[src/rtl/control_sequencer.sv]
// Multi-cycle FETCH/DECODE/EXECUTE sequencer for a 16-bit instruction set.
// It drives the register-file and ALU controls and sequences the program counter.
module control_sequencer #(
  parameter int         PC_W   = 8,
  parameter logic [3:0] ADD_OP = 4'h0
) (
  input  logic            clk,
  input  logic            rst,
  output logic [PC_W-1:0] imem_addr,
  input  logic [15:0]     imem_data,
  input  logic            run,
  input  logic            alu_zero,
  input  logic            alu_carry,
  output logic [3:0]      alu_opcode,
  output logic [3:0]      write_addr,
  output logic [3:0]      ra_addr,
  output logic [3:0]      rb_addr,
  output logic            write_en,
  output logic            write_alu,
  output logic            imm_flag,
  output logic [7:0]      top_data,
  output logic            halted,
  output logic            zero_flag,
  output logic            carry_flag
);

  typedef enum logic [1:0] {FETCH, DECODE, EXECUTE, HALTED} state_t;

  state_t          state, state_nxt;
  logic [PC_W-1:0] pc, pc_nxt, pc_inc, target;
  logic [15:0]     ir;
  logic            wr_pend;

  logic [3:0] d_aop, d_wa, d_ra, d_rb;
  logic       d_wr, d_walu, d_imm;
  logic [7:0] d_top;

  assign pc_inc    = pc + PC_W'(1);
  assign target    = PC_W'(ir[7:0]);
  assign imem_addr = pc;
  assign halted    = (state == HALTED);
  // Tied to the state register, so an async reset drops the strobe at once.
  assign write_en  = (state == EXECUTE) && wr_pend;

  // Decode straight from the ROM word while it is valid in DECODE.
  always_comb begin
    d_aop  = 4'h0;
    d_wa   = 4'h0;
    d_ra   = 4'h0;
    d_rb   = 4'h0;
    d_wr   = 1'b0;
    d_walu = 1'b0;
    d_imm  = 1'b0;
    d_top  = 8'h00;
    case (imem_data[15:12])
      4'hB: begin
        d_aop  = ADD_OP;
        d_wa   = imem_data[11:8];
        d_ra   = imem_data[11:8];
        d_top  = imem_data[7:0];
        d_imm  = 1'b1;
        d_walu = 1'b1;
        d_wr   = 1'b1;
      end
      4'hC: begin
        d_wa  = imem_data[11:8];
        d_top = imem_data[7:0];
        d_wr  = 1'b1;
      end
      4'hD, 4'hE, 4'hF: ;
      default: begin
        d_aop  = imem_data[15:12];
        d_wa   = imem_data[11:8];
        d_ra   = imem_data[7:4];
        d_rb   = imem_data[3:0];
        d_walu = 1'b1;
        d_wr   = 1'b1;
      end
    endcase
  end

  always_ff @(posedge clk or posedge rst) begin
    if (rst) begin
      ir         <= 16'h0;
      alu_opcode <= 4'h0;
      write_addr <= 4'h0;
      ra_addr    <= 4'h0;
      rb_addr    <= 4'h0;
      wr_pend    <= 1'b0;
      write_alu  <= 1'b0;
      imm_flag   <= 1'b0;
      top_data   <= 8'h00;
    end else if (state == DECODE) begin
      ir         <= imem_data;
      alu_opcode <= d_aop;
      write_addr <= d_wa;
      ra_addr    <= d_ra;
      rb_addr    <= d_rb;
      wr_pend    <= d_wr;
      write_alu  <= d_walu;
      imm_flag   <= d_imm;
      top_data   <= d_top;
    end
  end

  // Only ALU-producing ops (0x0-0xB) refresh the flags.
  always_ff @(posedge clk or posedge rst) begin
    if (rst) begin
      zero_flag  <= 1'b0;
      carry_flag <= 1'b0;
    end else if (state == EXECUTE && ir[15:12] <= 4'hB) begin
      zero_flag  <= alu_zero;
      carry_flag <= alu_carry;
    end
  end

  always_ff @(posedge clk or posedge rst) begin
    if (rst) begin
      state <= FETCH;
      pc    <= '0;
    end else begin
      state <= state_nxt;
      pc    <= pc_nxt;
    end
  end

  always_comb begin
    state_nxt = state;
    pc_nxt    = pc;
    case (state)
      FETCH:  state_nxt = DECODE;
      DECODE: state_nxt = EXECUTE;
      EXECUTE: begin
        state_nxt = FETCH;
        pc_nxt    = pc_inc;
        case (ir[15:12])
          4'hD: if (zero_flag)  pc_nxt = target;
          4'hE: if (carry_flag) pc_nxt = target;
          4'hF: begin
            if (ir[11:8] == 4'h0) begin
              pc_nxt = target;
            end else if (ir[11:8] == 4'h1) begin
              state_nxt = HALTED;
              pc_nxt    = pc;
            end
          end
          default: ;
        endcase
      end
      HALTED: begin
        if (run) begin
          state_nxt = FETCH;
          pc_nxt    = pc_inc;
        end
      end
      default: state_nxt = FETCH;
    endcase
  end

endmodule

[config.mk]
export PLATFORM = sky130hd
export DESIGN_NAME = control_sequencer
export DESIGN_NICKNAME = d
export VERILOG_FILES = /design/src/rtl/control_sequencer.sv
export SDC_FILE = /design/constraint.sdc
export NUM_CORES = 1
export LEC_CHECK = 0
export CORE_MARGIN = 10
export CORE_UTILIZATION = 44
export CTS_CLUSTER_DIAMETER = 120
export DETAILED_ROUTE_END_ITERATION = 12
export PLACE_DENSITY = 0.75
export SLEW_MARGIN = 10
export SYNTH_ARGS = -nofsm -noshare
export SYNTH_HDL_FRONTEND = slang
export SYNTH_SLANG_ARGS = --single-unit
[constraint.sdc]
create_clock -name clk -period 1.6 [get_ports clk]
set_input_delay 0.32 -clock clk [delete_from_list [all_inputs] [get_ports clk]]
set_output_delay 0.32 -clock clk [all_outputs]
set_load 0.02 [all_outputs]
**After elaboration in Yosys (flattened, before gate mapping)**

Cells that the tools add are included.

- Logic and storage cells: 59
- Output and inout port bits: 38
- Latch bits: 0
- Register bits: 55
- Memories: 0
- ROM bits: 0
- Input bits: 21
- Memory bits (writable): 0

- Mux-type cells: 20
- Shift-type cells: 0
- Reductions and logical operators: 10
- Multipliers: 0
- Div/mod/pow operators: 0
- Add/sub/neg operators: 1
- Bitwise logic cells: 0
- Equal/unequal tests: 14
- Magnitude comparators: 1

Operators with widths:

| operator | number |
|---|---|
| $mux W8 | 6 |
| $eq A4 B4 Y1 const B | 8 |
| $pmux W8 S3 | 1 |
| $pmux W8 S2 | 1 |
| $mux W4 | 3 |
| $add A8 B1 Y8 const B | 1 |
| $mux W2 | 4 |
| $pmux W2 S4 | 1 |
| $pmux W4 S2 | 1 |
| $reduce_or A5 Y1 | 1 |
| $eq A2 B2 Y1 const B | 2 |
| $eq A4 B1 Y1 const B | 1 |
| $le A4 B4 Y1 const B | 1 |
| $logic_not A4 Y1 | 1 |
| $ne A4 B4 Y1 const B | 1 |
| $reduce_or A4 Y1 | 1 |
| $mux W1 | 3 |
| $reduce_and A3 Y1 | 1 |
| $reduce_or A3 Y1 | 1 |
| $eq A2 B1 Y1 const B | 1 |
| $logic_and A1 B1 Y1 | 2 |
| $logic_not A2 Y1 | 1 |
| $ne A2 B2 Y1 const B | 1 |
| $reduce_bool A2 Y1 | 1 |
| $reduce_or A2 Y1 | 1 |

**Logic depth before layout (Yosys ltp)**

Gate-level depths: netlist of run 1.

- Depth after elaboration: 5
- Mapped depth: 6
- Gate-level depth less buffers: 5

**Least setup slack after synthesis of run 1**

No wires, ideal clock.

- Path type: register -> register
- Start point: register ir[12]
- End point: register pc[0] (netlist: imem_addr[0])
- Required time: 1.474 ns
- Buffers on the path: 0
- Cell stages (with the launch flop): 6
- Slack: -0.092 ns
- Data arrival time: 1.565 ns
- Period minus slack after synthesis: 1.692 ns
- Setup time: 0.126 ns
- Cell sequence: dfrtp_1 nand4_1 or4_4 o211ai_4 nor2_1 a221o_1

- Longest elaborated chain between the ends: 3
- Elaborated cells between the ends (all ways): 7
- Classes of those cells: eq/ne: 4; mux: 2; reduce/logical: 1

Ends and longest elaborated chain:

| element | line | source |
|---|---|---|
| start: declaration | 31 | `logic [15:0] ir;` |
| start signal: assignment | 94 | `ir <= imem_data;` |
| $eq A4 B4 Y1 | 136 | `case (ir[15:12])` |
| $pmux W8 S3 / $ne A4 B4 Y1 (equally long branches) | n/a |  |
| $pmux W8 S2 / $reduce_and A3 Y1 (equally long branches) | n/a |  |
| end signal: assignment | 123 | `pc <= pc_nxt;` |
| end: declaration | 30 | `logic [PC_W-1:0] pc, pc_nxt, pc_inc, target;` |

Several ways; a longest one is shown, not always the timed one.
A chain may end at the register's enable or synchronous reset.

**Worst setup path in the final report of run 1**

- Start point: register ir[9]
- End point: register pc[0] (netlist: imem_addr[0])

- Longest elaborated chain between the ends: 4
- Elaborated cells between the ends (all ways): 7
- Classes of those cells: eq/ne: 2; mux: 3; reduce/logical: 2

Ends and longest elaborated chain:

| element | line | source |
|---|---|---|
| $logic_not A4 Y1 | 140 | `if (ir[11:8] == 4'h0) begin` |
| $mux W8 | 140 |  |
| $pmux W8 S3 | 136 |  |
| $pmux W8 S2 | 130 | `case (state)` |

Several ways; a longest one is shown, not always the timed one.

==> out/metrics.cfg, run 1 <==
[setup_path]
critPathMaxFanout=6
critPathLaunchType=flip-flop
path_buf_inv=0
crit_required_ns=1.80
cp_top_family=simple AND/OR/NAND/NOR gates
regToRegSetupSlack_ns=-0.20
crit_path_start=ir[9]
worstSetupPathType=reg2reg
crit_path_max_incr_delay_ns=0.50
arrival_ns=2.00
critical_path.cell_chain=nand2b_4 > or4_4 > o211ai_4 > nor2_1 > a221o_1
r2r_start=ir[9]
r2r_cells=5
crit_path_end_kind=flip-flop
cp_num_cells=5
cp_slowest_cell=or4_4

[clock_tree]
cts_hold_buf=0
clk_path_buf_depth=2
clk_pin_slew_ns=0.09
htreeDepth=2
cts_sinks=55
cts_tree=built
worst_skew_pair.late_latency_ns=0.31
cts_buffers=5
cts_root_buffer=clkbuf_8

[layout]
diodes=0
area_growth_pct=43.3
fin_cells=418
drive_above_1_share_pct=18.1
layout.nets=369

[synthesis]
syn_inst=254
synth-simple-area-share_pct=22.4
synth.cell_area_sq_um=2410
yosysMostFrequentCell=nand2_1
yosysTopAreaCell=dfrtp_1
ys_seq_area_share_pct=57.1
synth-compound-area-share_pct=13.9
synth_flop_cell=dfrtp_1
yosys.area_share.xor_xnor_pct=0
postSynthNetCount=276
synth-edff-count=0
ys_seq_elements=55
muxShareOfSynthArea_pct=3.43
synthAdderAreaFrac_pct=0.519
synthArstFlopShare_pct=100
ys_warn_count=0
synth_top_family_by_area=simple AND/OR/NAND/NOR gates
ys_top_cells_by_area=dfrtp_1 57%, nand2_1 13%, o21ai_0 4.6%
synth_top_area_share_pct=57.1
synthTopCellsByCount=82 x nand2_1, 55 x dfrtp_1, 22 x o21ai_0, 12 x nor2_1, 8 x nand3_1
syn_area_per_cell_sq_um=9.49
synth_cell_types=37

[die]
fp.dieW_um=94.0
die_y_um=94.0
die-area_sq_um=8840
core_area_sq_um=5200
io_pins=59
rows=26
start_util_pct=46.3

[sta]
drv_slew=0
fmax_mhz=555
hold_violations=0
rsz0062_at_grt=yes
skew_ns=0.00966
worst_slew_pin_slew_ns=0.469
fin_setup_tns_ns=-1.41
min_period_ns=1.80
final.setup.worst_slack_ns=-0.201
period_share_pct=113
relSlewSlack_pct=68.5
setup_violations=8

[run]
maxCapViolCount=0

[route]
vias=2168
ant_nets=0
wl_per_cell_um=15.6
dr.pass1.iters=4
routed_wl_um=6500
viasPerCell=5.19
drt_iter0_markers=142
drc=0

[power]
power.leakage_uw=0.00171
power_uw=6560
peakVddDrop_v=0.000871
power.density_nw_per_um2=1900

[global_route]
grt_pass1_wl_um=10600
overflow=0
track_usage_pct=14.9
antenna_found_initial=0
grt_pass1_vias=2254
grt_max_degree=56

[status]
status=finished, violations left
violations=negative setup slack

[placement]
place_hpwl_um=4760
place.gp.congestion=0.803
placed_cells=405
portBuffers=58

[min_path]
hold_class=in2async

==> state kept, by name (all words and copies together) (netlist names) <==
signal	count
zero_flag	1
imem_addr	8
wr_pend	1
ra_addr	4
ir	16
state	2
alu_opcode	4
imm_flag	1
rb_addr	4
write_addr	4
write_alu	1
top_data	8
carry_flag	1
==> final timing paths <==
kind	endpoint
worst max-delay path	imem_addr[0]
worst min-delay path	zero_flag
worst max register to register	imem_addr[0]
worst min register to register	wr_pend
max in group asynchronous	imem_addr[4]
min in group clk	wr_pend
==> tightest hold or removal path, cell delays in order <==
cell             delay (ns)
clkdlybuf4s50_1        0.44
clkinvlp_4             0.10
buf_12                 0.26
==> what timing repair did <==
action                     in CTS  in global routing
gates cloned                    1                  0
setup endpoints to repair      46                  9
setup buffers                   2                  2
pin swaps                       1                  8
resized for setup              49                  8
==> per-stage QoR <==
stage	instance area, sq um	hold WS, ns	setup WS [ns]	utilization (%)
6_report	3460	0.421	-0.201	66.4
3_5_place_dp	3330	0.460	-0.153	64.0
5_1_grt	3460	0.447	-0.279	66.4
3_3_place_gp	3330	0.452	-0.0959	64.0
4_1_cts	3410	0.431	-0.157	65.6
2_1_floorplan	2430	0.394	-0.0860	-
==> per-layer routing <==
layer	share of wire [%]	vias to the layer above	wire [um]	track usage, %
li1	-	1057	-	-
met1	44	1042	2860	17.8
met2	47	60	3030	24.4
met3	8.4	9	546	5.60
met4	1.1	0	71	3.92
met5	0	-	0	0
==> kinds of logic after synthesis <==
logic type	Yosys count
multiplexers	8
AND/OR/NAND/NOR	124
AO/OA/AOI/OAI	51
buffers and inverters	15
flip-flops	55
adder cells (fa/ha/maj)	1
==> report_power, final <==
group / switching, uW / internal (uW) / total (uW)
clock network: 471 / 318 / 789
registers: 444 / 2010 / 2450
logic: 1850 / 1460 / 3310
==> cells in the final DEF, fill, tap and decap left out, types with 2 or more instances in the layout <==
cell type	Yosys	final
a21oi_1	6	2
a21oi_2	0	4
a22o_1	4	4
a2bb2oi_1	4	4
a31oi_1	6	6
buf_12	0	3
buf_2	2	2
buf_4	0	30
buf_6	1	4
clkbuf_8	0	5
clkdlybuf4s50_1	0	20
dfrtp_1	55	55
dlygate4sd2_1	0	36
inv_1	6	5
inv_6	0	2
mux2_2	2	2
mux2i_1	6	6
nand2_1	82	82
nand2b_1	4	3
nand3_1	8	8
nand3b_1	2	2
nand4_1	2	2
nor2_1	12	12
nor3_1	3	2
nor3b_1	2	2
o21ai_0	22	20
o21ai_1	0	2
o22ai_1	2	2
==> layout make-up <==
class	count	area (sq um)
Sequential cell	55	1380
Clock buffer	5	68.8
Inverter	6	26.3
Timing Repair Buffer	95	856
Tap cell	70	87.6
Clock inverter	3	22.5
Multi-Input combinational cell	184	1020
Fill cell	464	1750
(Power assumes the default switching activity.)
==> run 2: changes to the inputs <==
- CELL_PAD_IN_SITES_DETAIL_PLACEMENT: default -> 1
- CELL_PAD_IN_SITES_GLOBAL_PLACEMENT: default -> 1
- CORE_UTILIZATION: 44 -> 33
- PLACE_DENSITY: 0.75 -> default
- PLACE_DENSITY_LB_ADDON: default -> 0.1
- SKIP_LAST_GASP: default -> 1
==> run 2 against run 1 <==
Via count increased by 0.51%. The flow still finishes with violations (negative setup slack). Sequential share of layout area decreased by 0.61 points. Critical path type unchanged. Combinational power about the same. Register-to-register slack improved by 0.07 ns.
==> out/metrics.cfg, run 2 (same netlist as run 1, synthesis figures left out) <==
[status]
status=finished, violations left  ; unchanged
violations=negative setup slack  ; unchanged

[sta]
drv_slew=0  ; unchanged
setup_violations=8  ; unchanged
skew_ns=0.00598  ; was 0.00966 ns
rsz0062_at_grt=yes  ; unchanged
holdWs_ns=0.241  ; was 0.421 ns
period_share_pct=108  ; was 113%
relSlewSlack_pct=71.4  ; was 68.5%
fmax_mhz=576  ; was 555 MHz
final.setup.worst_slack_ns=-0.135  ; was -0.201 ns
worst_slew_pin_slew_ns=0.427  ; was 0.469 ns
hold_violations=0  ; unchanged
fin_setup_tns_ns=-0.830  ; was -1.41 ns
min_period_ns=1.73  ; was 1.80 ns

[route]
dr.pass1.iters=4  ; unchanged
viasPerCell=4.83  ; was 5.19
ant_nets=0  ; unchanged
drt_iter0_markers=75  ; was 142
wl_per_cell_um=16.4  ; was 15.6 um
routed_wl_um=7410  ; was 6500 um
vias=2179  ; was 2168
drc=0  ; unchanged

[global_route]
grt_pass1_wl_um=12300  ; was 10600 um
grt_pass1_vias=2381  ; was 2254
track_usage_pct=13.4  ; was 14.9%
grt_max_degree=42  ; was 56
antenna_found_initial=0  ; unchanged
overflow=0  ; unchanged

[power]
seq_power_share_pct=37.7  ; was 37.4%
power.internal_uw=3770  ; was 3790 uW
netSwitchingFraction_pct=42.5  ; was 42.2%
p_switching_uw=2790  ; was 2770 uW
clkPwrFrac_pct=11.7  ; was 12.0%
peakVddDrop_v=0.000701  ; was 0.000871 V
combPwrFrac_pct=50.6  ; was 50.5%
power.density_nw_per_um2=1870  ; was 1900 nW/um^2
power.leakage_uw=0.00173  ; was 0.00171 uW

[run]
maxCapViolCount=0  ; unchanged

[clock_tree]
cts_hold_buf=0  ; unchanged
htreeDepth=2  ; unchanged
cts_sinks=55  ; unchanged
cts_buffers=5  ; unchanged
worst_skew_pair.late_latency_ns=0.31  ; about the same
clk_path_buf_depth=2  ; unchanged
cts_tree=built  ; unchanged
clk_pin_slew_ns=0.10  ; was 0.09 ns
cts_root_buffer=clkbuf_8  ; unchanged

[min_path]
hold_class=in2async  ; unchanged

[setup_path]
critPathMaxFanout=6  ; unchanged
critPathLaunchType=flip-flop  ; unchanged
crit_path_end_kind=flip-flop  ; unchanged
crit_required_ns=1.80  ; about the same
worstSetupPathType=reg2reg  ; unchanged
arrival_ns=1.94  ; was 2.00 ns

[layout]
drive_above_1_share_pct=19.0  ; was 18.1%
fin_area_sq_um=3510  ; was 3460 sq um
top_register=ir  ; unchanged
mostFrequentLayoutCell=nand2_1  ; unchanged
layout.nets=373  ; was 369
fillers=823  ; was 464
most-common-layout-cells=82 x nand2_1, 55 x dfrtp_1, 37 x dlygate4sd2_1  ; was 82 x nand2_1, 55 x dfrtp_1, 36 x dlygate4sd2_1
largest_register_ffs=16  ; unchanged
area_growth_pct=45.6  ; was 43.3%
diodes=0  ; unchanged

[placement]
place.gp.congestion=0.745  ; was 0.803
placed_area_sq_um=3350  ; was 3330 sq um
portBuffers=58  ; unchanged
place_hpwl_um=5460  ; was 4760 um

[die]
die_y_um=105  ; was 94.0 um
start_util_pct=33.6  ; was 46.3%
io_pins=59  ; unchanged
fp.dieW_um=105  ; was 94.0 um
die-area_sq_um=11100  ; was 8840 sq um
rows=31  ; was 26
core_area_sq_um=7180  ; was 5200 sq um

run 2: cell types whose count changed in the layout (fill, tap and decap cells not counted), sizes merged:
cell,delta
buf,+2
clkbuf,+1
clkinv,+2
dlygate4sd2,+1
inv,-2
run 2: area by class of cell:
class | count | area [sq um] | share of cell area [%]
flip-flops and latches | 55 | 1380 | 39.2
multi-input cells | 184 | 1030 | 29.2
repair buffers | 99 | 873 | 24.9
well taps | 99 | 124 | 3.53
clock buffers | 5 | 68.8 | 1.96
inverters | 6 | 26.3 | 0.749
clock inverters | 3 | 15.0 | 0.428
run 2: power groups by stage:
stage | sequential, uW | combinational (uW) | clock, uW
final | 2470 | 3320 | 769
after detailed placement | 2520 | 3430 | 0
after CTS | 2470 | 3350 | 797
after global placement | 2490 | 3380 | 0
after global routing | 2560 | 3690 | 842
after floorplan | 2900 | 1340 | 0
run 2: path summary, 6_finish.rpt:
check                         from  cells after the start      endpoint  slack, ns
min                            rst                      2       wr_pend       0.24
max in group asynchronous      rst                      3         ir[0]       0.96
min reg2reg                wr_pend                      1       wr_pend       0.48
min in group clk           wr_pend                      1       wr_pend       0.48
max                         ir[13]                      5  imem_addr[0]      -0.13
max reg2reg                 ir[13]                      5  imem_addr[0]      -0.13
run 2: critical path, cell delays in order (launching register included):
cell,delay [ns]
dfrtp_1,0.36
nand4_1,0.14
or4_4,0.52
o211ai_4,0.25
nor2_1,0.07
a221o_1,0.29
run 2: through the flow:
stage | power (uW) | cells | utilization [%] | setup WS, ns
final | 6560 | 451 | 48.9 | -0.135
after global routing | 7100 | 451 | 48.9 | -0.217
after CTS | 6620 | 450 | 48.4 | -0.160
after detailed placement | 5950 | 433 | 46.7 | -0.230
after global placement | 5870 | 433 | 46.7 | -0.155
after floorplan | 4230 | 254 | - | -0.0860
run 2: timing repair:
action                                  CTS  global route
buffers inserted                          8             1
gates resized for setup                  45             7
pin swaps                                 4             3
endpoints found under the setup margin   46             9
cloned                                    1             0
run 2: layer usage:
metal  up-vias  track usage [%]  share of wire [%]
met3         5             3.65                4.8
met2        36             21.6                 47
li1       1054                -                  -
met5         -                0                  0
met4         0             3.63               0.88
met1      1084             17.2                 47
==> run 3: changes to the inputs <==
- CELL_PAD_IN_SITES_DETAIL_PLACEMENT: 1 -> default
- CELL_PAD_IN_SITES_GLOBAL_PLACEMENT: 1 -> default
- CORE_UTILIZATION: 33 -> 44
- PLACE_DENSITY: default -> 0.75
- PLACE_DENSITY_LB_ADDON: 0.1 -> default
==> run 3 against run 2 <==
The flow still finishes with violations (negative setup slack). Hold slack better by 0.18 ns. Clock power rose by 3%. Sequential power is essentially flat. Combinational power barely moved. Setup slack got worse by 0.066 ns. Die area fell by 21%. Fmax down 3.7%. Sequential share of layout area is 0.61 points higher. First-iteration DRC count grew 88%. Total power is 0.11% lower. Clock skew up 0.0037 ns. Design area decreased by 1.5%. Critical path type unchanged.
==> out/metrics.cfg, run 3 (same netlist as run 1, synthesis figures left out) <==
[placement]
placed_area_sq_um=3330  ; was 3350 sq um
place_hpwl_um=4760  ; was 5460 um
portBuffers=58  ; unchanged
place.gp.congestion=0.803  ; was 0.745
dp_slack_ns=-0.153  ; was -0.230 ns
placed_cells=405  ; was 433

[die]
core_area_sq_um=5200  ; was 7180 sq um
die-area_sq_um=8840  ; was 11100 sq um
fp.dieW_um=94.0  ; was 105 um
die_y_um=94.0  ; was 105 um
start_util_pct=46.3  ; was 33.6%
io_pins=59  ; unchanged
rows=26  ; was 31

[route]
routed_wl_um=6510  ; was 7410 um
viasPerCell=5.20  ; was 4.83
wl_per_cell_um=15.6  ; was 16.4 um
dr.pass1.iters=4  ; unchanged
drc=0  ; unchanged
ant_nets=0  ; unchanged
vias=2175  ; was 2179
drt_iter0_markers=141  ; was 75

[layout]
mostFrequentLayoutCell=nand2_1  ; unchanged
most-common-layout-cells=82 x nand2_1, 55 x dfrtp_1, 36 x dlygate4sd2_1  ; was 82 x nand2_1, 55 x dfrtp_1, 37 x dlygate4sd2_1
layout.nets=369  ; was 373
fin_area_sq_um=3460  ; was 3510 sq um
fillers=463  ; was 823
fin_cells=418  ; was 451
diodes=0  ; unchanged
area_growth_pct=43.3  ; was 45.6%
largest_register_ffs=16  ; unchanged
top_register=ir  ; unchanged
drive_above_1_share_pct=18.1  ; was 19.0%

[setup_path]
crit_required_ns=1.80  ; about the same
cp_top_family=simple AND/OR/NAND/NOR gates  ; unchanged
critical_path.cell_chain=nand2b_4 > or4_4 > o211ai_4 > nor2_1 > a221o_1  ; was nand4_1 > or4_4 > o211ai_4 > nor2_1 > a221o_1
path_buf_inv=0  ; unchanged
cp_slowest_cell=or4_4  ; unchanged
critPathMaxFanout=6  ; unchanged
crit_path_end_kind=flip-flop  ; unchanged
r2r_start=ir[9]  ; was ir[13]
critPathLaunchType=flip-flop  ; unchanged
arrival_ns=2.00  ; was 1.94 ns
crit_path_start=ir[9]  ; was ir[13]
worstSetupPathType=reg2reg  ; unchanged
crit_path_max_incr_delay_ns=0.50  ; was 0.52 ns

[global_route]
overflow=0  ; unchanged
grt_pass1_wl_um=10600  ; was 12300 um
track_usage_pct=14.9  ; was 13.4%
grt_pass1_vias=2254  ; was 2381
antenna_found_initial=0  ; unchanged
grt_max_degree=56  ; was 42

[power]
power.density_nw_per_um2=1900  ; was 1870 nW/um^2
peakVddDrop_v=0.000871  ; was 0.000701 V
combPwrFrac_pct=50.5  ; was 50.6%
power.leakage_uw=0.00171  ; was 0.00173 uW
power_uw=6560  ; about the same
clkPwrFrac_pct=12.0  ; was 11.7%
netSwitchingFraction_pct=42.3  ; was 42.5%
p_switching_uw=2770  ; was 2790 uW
seq_power_share_pct=37.4  ; was 37.7%
power.internal_uw=3790  ; was 3770 uW

[clock_tree]
cts_sinks=55  ; unchanged
cts_buffers=5  ; unchanged
htreeDepth=2  ; unchanged
worst_skew_pair.late_latency_ns=0.31  ; about the same
cts_root_buffer=clkbuf_8  ; unchanged
cts_tree=built  ; unchanged
clk_path_buf_depth=2  ; unchanged
clk_pin_slew_ns=0.09  ; was 0.10 ns

[sta]
skew_ns=0.00966  ; was 0.00598 ns
final.setup.worst_slack_ns=-0.201  ; was -0.135 ns
drv_slew=0  ; unchanged
fmax_mhz=555  ; was 576 MHz
hold_violations=0  ; unchanged
min_period_ns=1.80  ; was 1.73 ns
setup_violations=8  ; unchanged
relSlewSlack_pct=68.5  ; was 71.4%
worst_slew_pin_slew_ns=0.469  ; was 0.427 ns
rsz0062_at_grt=yes  ; unchanged
holdWs_ns=0.421  ; was 0.241 ns
period_share_pct=113  ; was 108%

[status]
violations=negative setup slack  ; unchanged
status=finished, violations left  ; unchanged

[run]
maxCapViolCount=0  ; unchanged

[min_path]
hold_class=in2async  ; unchanged

## run 3: cell count changes in the layout (fill, tap and decap cells not counted), moves of 2 or more
cell,change
a21oi_2,+2
a2bb2oi_1,+3
a2bb2oi_2,-3
buf_4,-6
clkinv_2,-2
inv_6,+2
## run 3: worst paths after layout
check | end | cells past startpoint | slack [ns]
setup / recovery | imem_addr[0] | 5 | -0.20
hold / removal | zero_flag | 3 | 0.42
setup reg to reg | imem_addr[0] | 5 | -0.20
hold reg to reg | wr_pend | 1 | 0.48
max in group asynchronous | imem_addr[4] | 3 | 0.93
min in group clk | wr_pend | 1 | 0.48
## run 3: per-stage QoR
stage	setup TNS [ns]	utilization (%)
floorplan	-0.327	-
global placement	-0.599	64.0
detailed placement	-0.962	64.0
CTS	-1.15	65.5
global route	-2.04	66.4
finish	-1.41	66.4
## run 3: layer usage
layer  vias up  wire, um  track usage [%]
li1       1057         -                -
met1      1045      2850             17.8
met2        64      3030             24.4
met3         9       557             5.60
met4         0        71             3.92
met5         -         0                0
## run 3: worst reg2reg max path, stage by stage (launching register included)
cell	delay (ns)
dfrtp_1	0.40
nand2b_4	0.14
or4_4	0.50
o211ai_4	0.29
nor2_1	0.07
a221o_1	0.29
## run 3: layout make-up
cell class | instances | area, sq um | share of cell area (%)
clock inverters | 3 | 22.5 | 0.652
flip-flops and latches | 55 | 1380 | 39.8
repair buffers | 95 | 856 | 24.8
clock buffers | 5 | 68.8 | 1.99
well taps | 70 | 87.6 | 2.53
inverters | 6 | 26.3 | 0.760
multi-input cells | 184 | 1020 | 29.5
## run 3: power groups by stage
stage / clock (uW) / combinational (uW) / sequential, uW
final: 789 / 3310 / 2450
after global routing: 871 / 3640 / 2520
after CTS: 812 / 3240 / 2430
after detailed placement: 0 / 3430 / 2470
after global placement: 0 / 3380 / 2440
after floorplan: 0 / 1340 / 2900
## run 3: what timing repair did
action	in CTS	in global routing
setup buffers	2	2
resized for setup	46	10
cloned	1	0
hold endpoints to repair	0	0
endpoints found under the setup margin	46	9
pin swaps	1	8
hold buffers	0	0
==> variant 1, RTL diff (config.mk and constraints of run 3) <==
Set the parameter `PC_W` to 10 (it was 8).
--- a/src/rtl/control_sequencer.sv
+++ b/src/rtl/control_sequencer.sv
@@ -3,3 +3,3 @@
 module control_sequencer #(
-  parameter int         PC_W   = 8,
+  parameter int         PC_W   = 10,
   parameter logic [3:0] ADD_OP = 4'h0
Interface: changed (resized imem_addr); port bits go from 59 to 61. The function was not compared with the original's and may differ.
==> variant 1 against run 3 <==
- the flow still finishes with violations (negative setup slack)
- wire length grew 17%
- final area grew 12%
- synthesized area grew 5.1%
- global-route usage grew 2.0 points
- largest cell class unchanged
- maximum frequency shrank 3.4%
- total power grew 18%
- core utilization grew 3.4 points
- non-clock buffer count grew 12
- worst setup slack lost 0.063 ns
- sequential cell count grew 2
==> variant 1: results (changes against run 3) <==
| Metric | Value |
|---|---|
| First-pass GRT wire length | `12.2 mm (was 10.6 mm)` |
| Total CTS buffers | `9 (was 5)` |
| Clk root buf | `clkbuf_8 (unchanged)` |
| Crit path from | `state[0] (was ir[9])` |
| Failing checks | `negative setup slack (unchanged)` |
| Status | `complete, but fails checks (unchanged)` |
| Top cells by area, synth | `dfrtp_1 (56%), nand2_1 (13%), o21ai_0 (5.9%), nor2_1 (2.7%), a22o_1 (2.1%) (was dfrtp_1 (57%), nand2_1 (13%), o21ai_0 (4.6%), mux2i_1 (2.5%), nor2_1 (1.9%))` |
| CP max-delay cell | `or4_4 (unchanged)` |
| Sequential fraction of the synthesis area | `56.3% (was 57.1%)` |
| Worst-skew pair later-pin latency | `0.34 ns (was 0.31 ns)` |
| Synth async-reset ratio | `100% (unchanged)` |
| Drt pass-1 iters | `4 (unchanged)` |
| Antenna Cells | `0 (unchanged)` |
| Clock buffer depth | `2 (unchanged)` |
| Gr usage total | `16.8% (was 14.9%)` |
| Met1 Usage GRT | `20.2% (was 17.8%)` |
| Worst Path Arrival | `2.10 ns (was 2.00 ns)` |
| Met3 Track Usage GR | `4.59% (was 5.60%)` |
| Proportion of layout cells with a drive suffix above 1 | `23.3% (was 18.1%)` |
| Number of antenna violations at the first check in global routing | `0 (unchanged)` |
| Max FFs per register | `16 (unchanged)` |
| Max-slew headroom | `72.2% (was 68.5%)` |
| GR met2 Demand/Resource | `27.9% (was 24.4%)` |
| Endpoints failing setup | `10 (was 8)` |
| CP peak stage delay | `0.52 ns (was 0.50 ns)` |
| Routability cong. | `0.877 (was 0.803)` |
| Area after DPL | `3550 um^2 (was 3330 um^2)` |
| Leakage | `1.88 nW (was 1.71 nW)` |
| Vias | `2452 (was 2175)` |
| CTS H-tree depth | `3 (was 2)` |
| Synth warnings | `0 (unchanged)` |
| Setup_tns | `-1.46 ns (was -1.41 ns)` |
| Dpl hpwl | `5.45 mm (was 4.76 mm)` |
| Min-Delay Path Class | `input pin to async pin (unchanged)` |
| Initial DRC Count | `127 (was 141)` |
| Reg clk slew, reported paths | `0.07 ns (was 0.09 ns)` |
| Clock Skews | `0.00535 ns (was 0.00966 ns)` |
| Maximum vdd drop | `1140 uV (was 871 uV)` |
| Fillers | `437 (was 463)` |
| Most frequent cells after synthesis | `nand2_1 (85), dfrtp_1 (57), o21ai_0 (30) (was nand2_1 (82), dfrtp_1 (55), o21ai_0 (22))` |
| Nets | `405 (was 369)` |
| Crit path max fanout | `6 (unchanged)` |
| Syn nets | `296 (was 276)` |
| Area growth syn-to-layout | `52.5% (was 43.3%)` |
| Routed wire length per instance | `16.6 um (was 15.6 um)` |
| Largest net degree at the start of global routing | `29 (was 56)` |
| Cell variety after synth | `41 (was 37)` |
| Final setup margin | `-0.264 ns (was -0.201 ns)` |
| PortBufs | `60 (was 58)` |
| Reg with most FFs | `ir (unchanged)` |
==> variant 1: timing repair <==
item	in CTS	in global routing
gates cloned	1	0
resized for setup	44	26
setup buffers	0	6
endpoints found under the setup margin	50	11
pin swaps	2	12
==> variant 1: final timing paths <==
| kind | end | slack [ns] | cells after the start |
|---|---|---|---|
| max | imem_addr[2] | -0.26 | 5 |
| max reg2reg | imem_addr[2] | -0.26 | 5 |
| min reg2reg | rb_addr[1] | 0.48 | 2 |
| max in group asynchronous | top_data[0] | 0.81 | 3 |
| min in group clk | rb_addr[1] | 0.48 | 2 |
| min | carry_flag | 0.33 | 2 |
==> variant 1: worst max-delay path: cells and delay by family, from the launching register on <==
kind / cells / cell delay (ns)
mux: 1 / 0.13
simple gates: 3 / 0.99
flops: 1 / 0.41
compound gates: 1 / 0.22
==> variant 1: routing by layer <==
metal,share of wire [%],wire [um]
met1,41,3160
met2,50,3840
met3,6.8,517
met4,1.3,102
met5,0,0
==> variant 1: report_power, final <==
| part | switching, W | total [W] | internal, W |
|---|---|---|---|
| logic | 0.00208 | 0.00377 | 0.00169 |
| clock network | 0.000595 | 0.00146 | 0.000862 |
| registers | 0.000450 | 0.00251 | 0.00206 |
| total | 0.00312 | 0.00774 | 0.00462 |
==> variant 1: kinds of logic after synthesis <==
kind of cell,count (synthesis),share of synthesized area (%)
simple gates,133,23.1
compound gates,63,15.8
flops,57,56.3
buf+inv,16,2.67
mux,4,1.68
fa+ha+maj,1,0.494
==> variant 1: metrics by stage <==
stage / total power [W] / hold slack, ns / cells / setup slack (ns)
floorplan: 0.00440 / 0.407 / 274 / -0.206
global placement: 0.00624 / 0.453 / 437 / -0.178
detailed placement: 0.00634 / 0.459 / 437 / -0.209
CTS: 0.00754 / 0.344 / 453 / -0.258
global route: 0.00823 / 0.383 / 459 / -0.319
finish: 0.00774 / 0.335 / 459 / -0.264
==> variant 1: final cells by class <==
class / instances / share of cell area, %
Clock inverter: 6 / 2.17
Sequential cell: 57 / 36.9
Clock buffer: 9 / 3.20
Multi-Input combinational cell: 202 / 30.0
Timing Repair Buffer: 107 / 24.7
Inverter: 6 / 0.680
Tap cell: 72 / 2.33
==> variant 2, RTL diff (config.mk and constraints of run 3) <==
Made on the original files. Reset style: synchronous (`rst`), changed in 3 clocked blocks. Comments in the files are not updated.
--- a/src/rtl/control_sequencer.sv
+++ b/src/rtl/control_sequencer.sv
@@ -81,3 +81,3 @@
 
-  always_ff @(posedge clk or posedge rst) begin
+  always_ff @(posedge clk) begin
     if (rst) begin
@@ -106,3 +106,3 @@
   // Only ALU-producing ops (0x0-0xB) refresh the flags.
-  always_ff @(posedge clk or posedge rst) begin
+  always_ff @(posedge clk) begin
     if (rst) begin
@@ -116,3 +116,3 @@
 
-  always_ff @(posedge clk or posedge rst) begin
+  always_ff @(posedge clk) begin
     if (rst) begin
Formal check against the unedited RTL: differs if rst is asserted again (counterexample within 4 cycles, from zero or initial values and one cycle with rst high); with rst held inactive, the same outputs for 10 cycles.
==> variant 2 against run 3 <==
- critical endpoint is now imem_addr[4]
- clock skew fell by 0.00073 ns
- sequential cell count stayed put
- sequential share of layout area decreased by 7.1 points
- die area grew 1.0%
- critical path type unchanged
- global-route usage is 0.39 points higher
- core utilization down 4.4 points
- final area decreased by 2.5%
- the run still ends with negative setup slack left
- wire length hardly changed
- synthesized area is 1.3% higher
- largest cell class is now multi-input gates
- worst setup slack better by 0.10 ns
Power is not compared: it rests on default switching activity, and its combinational part moved more than twofold at a synthesized area within 25%.
==> variant 2: results (changes against run 3) <==
| Metric | Value |
|---|---|
| Routability cong. | `0.893 (was 0.803)` |
| Hold depth | `2` |
| Sequential fraction of the synthesis area | `45.1% (was 57.1%)` |
| Nets | `387 (was 369)` |
| Cell variety after synth | `46 (was 37)` |
| Met3 routed WL | `614 um (was 557 um)` |
| Area after DPL | `3230 um^2 (was 3330 um^2)` |
| RR Startpoint | `ir[9] (unchanged)` |
| CP endpoint | `imem_addr[4] (was imem_addr[0])` |
| GR met2 Demand/Resource | `23.5% (was 24.4%)` |
| Setup WS pre-CTS | `-0.158 ns (was -0.153 ns)` |
| Met1 Usage GRT | `18.9% (was 17.8%)` |
| Crit path max fanout | `3 (was 6)` |
| CP peak stage delay | `0.55 ns (was 0.50 ns)` |
| Post-Synth Adder-Cell Area | `0.512% (was 0.519%)` |
| Worst Path Arrival | `1.92 ns (was 2.00 ns)` |
| Final Non-Filler Cells | `437 (was 418)` |
| Dpl hpwl | `4.72 mm (was 4.76 mm)` |
| Hold Slack | `0.398 ns (was 0.421 ns)` |
| Gr usage total | `15.3% (was 14.9%)` |
| Synth Area in XOR/XNOR | `0.359% (was 0%)` |
| Uppermost layer routed | `met4 (unchanged)` |
| Main flop type after synthesis | `dfxtp_1 (was dfrtp_1)` |
| Vias in the first global route | `2286 (was 2254)` |
| Final setup margin | `-0.102 ns (was -0.201 ns)` |
| Post-CTS Setup Inserts | `0 (was 2)` |
| Max-cap violation count | `0 (unchanged)` |
| Mean Syn Cell Area | `8.28 um^2 (was 9.49 um^2)` |
| Met1 WL | `2.90 mm (was 2.85 mm)` |
| Top cells by area, synth | `dfxtp_1 (45%), a21oi_1 (9.4%), nand2_1 (9.2%), nand3_1 (4.9%), nor2_1 (2.6%) (was dfrtp_1 (57%), nand2_1 (13%), o21ai_0 (4.6%), mux2i_1 (2.5%), nor2_1 (1.9%))` |
| Met2 WL | `2.94 mm (was 3.03 mm)` |
| Most frequent cells after synthesis | `nand2_1 (60), dfxtp_1 (55), a21oi_1 (46) (was nand2_1 (82), dfrtp_1 (55), o21ai_0 (22))` |
| Dpl cells | `429 (was 405)` |
| Detailed Route WL | `6.52 mm (was 6.51 mm)` |
| Synth Area in Compound Gates | `20.0% (was 13.9%)` |
| Synth async-reset ratio | `0% (was 100%)` |
| Clock Skews | `0.00893 ns (was 0.00966 ns)` |
| Initial DRC Count | `117 (was 141)` |
| Failing checks | `negative setup slack (unchanged)` |
| Drt via density | `5.30 (was 5.20)` |
| Mux cell area share after synthesis | `2.46% (was 3.43%)` |
| Largest net degree at the start of global routing | `45 (was 56)` |
| First-pass GRT wire length | `11.2 mm (was 10.6 mm)` |
| Fillers | `496 (was 463)` |
| Slew @ Worst Pin | `0.398 ns (was 0.469 ns)` |
| Worst reg2reg path depth | `6 (was 5)` |
| Met3 Track Usage GR | `7.30% (was 5.60%)` |
| Min-Delay Path Class | `input pin to flip-flop (was input pin to async pin)` |
| Status | `complete, but fails checks (unchanged)` |
| Endpoints failing setup | `7 (was 8)` |
| Syn nets | `317 (was 276)` |
[variant 2: changes by cell type after synthesis, moves of 4 or more]
cell,delta
buf_1,-4
nor2_1,+5
a22o_1,-4
clkbuf_1,+12
dfrtp_1,-55
o21ai_0,-20
a21oi_1,+40
dfxtp_1,+55
nand2_1,-22
nand3_1,+16
a31oi_1,-4
o32ai_1,+4
a221oi_1,+5
a2bb2oi_1,-4
[variant 2: power by group through the flow]
stage	Combinational (W)	Sequential [W]	Clock, W
after floorplan	0.000255	0.00158	0
after global placement	0.000576	0.00153	0
after detailed placement	0.000585	0.00153	0
after CTS	0.000576	0.00150	0.000790
after global routing	0.000630	0.00151	0.000859
final	0.000571	0.00150	0.000767
[variant 2: worst max-delay path, delay by kind of cell (launching register included)]
kind | cells | cell delay (ns)
buffers and inverters | 1 | 0.16
AOI/OAI and AO/OA | 3 | 0.41
and+or+nand+nor | 2 | 0.72
DFF | 1 | 0.33
[variant 2: area by class of cell]
cell class | instances | share of cell area [%]
multi-input cells | 216 | 37.6
flip-flops and latches | 55 | 32.7
inverters | 6 | 0.668
clock inverters | 1 | 0.148
clock buffers | 6 | 2.45
repair buffers | 81 | 23.8
well taps | 72 | 2.67
[variant 2: timing repair]
action	in CTS	in global routing
cloned	1	0
pin swaps	9	6
endpoints found under the setup margin	28	28
hold buffers	0	0
gates resized for setup	29	23
[variant 2: per-stage QoR]
step | power [W] | utilization [%] | setup TNS (ns)
2_1_floorplan | 0.00184 | - | -0.162
3_3_place_gp | 0.00210 | 59.4 | -1.37
3_5_place_dp | 0.00212 | 59.4 | -2.19
4_1_cts | 0.00287 | 61.2 | -0.538
5_1_grt | 0.00300 | 62.0 | -0.971
6_report | 0.00284 | 62.0 | -0.490
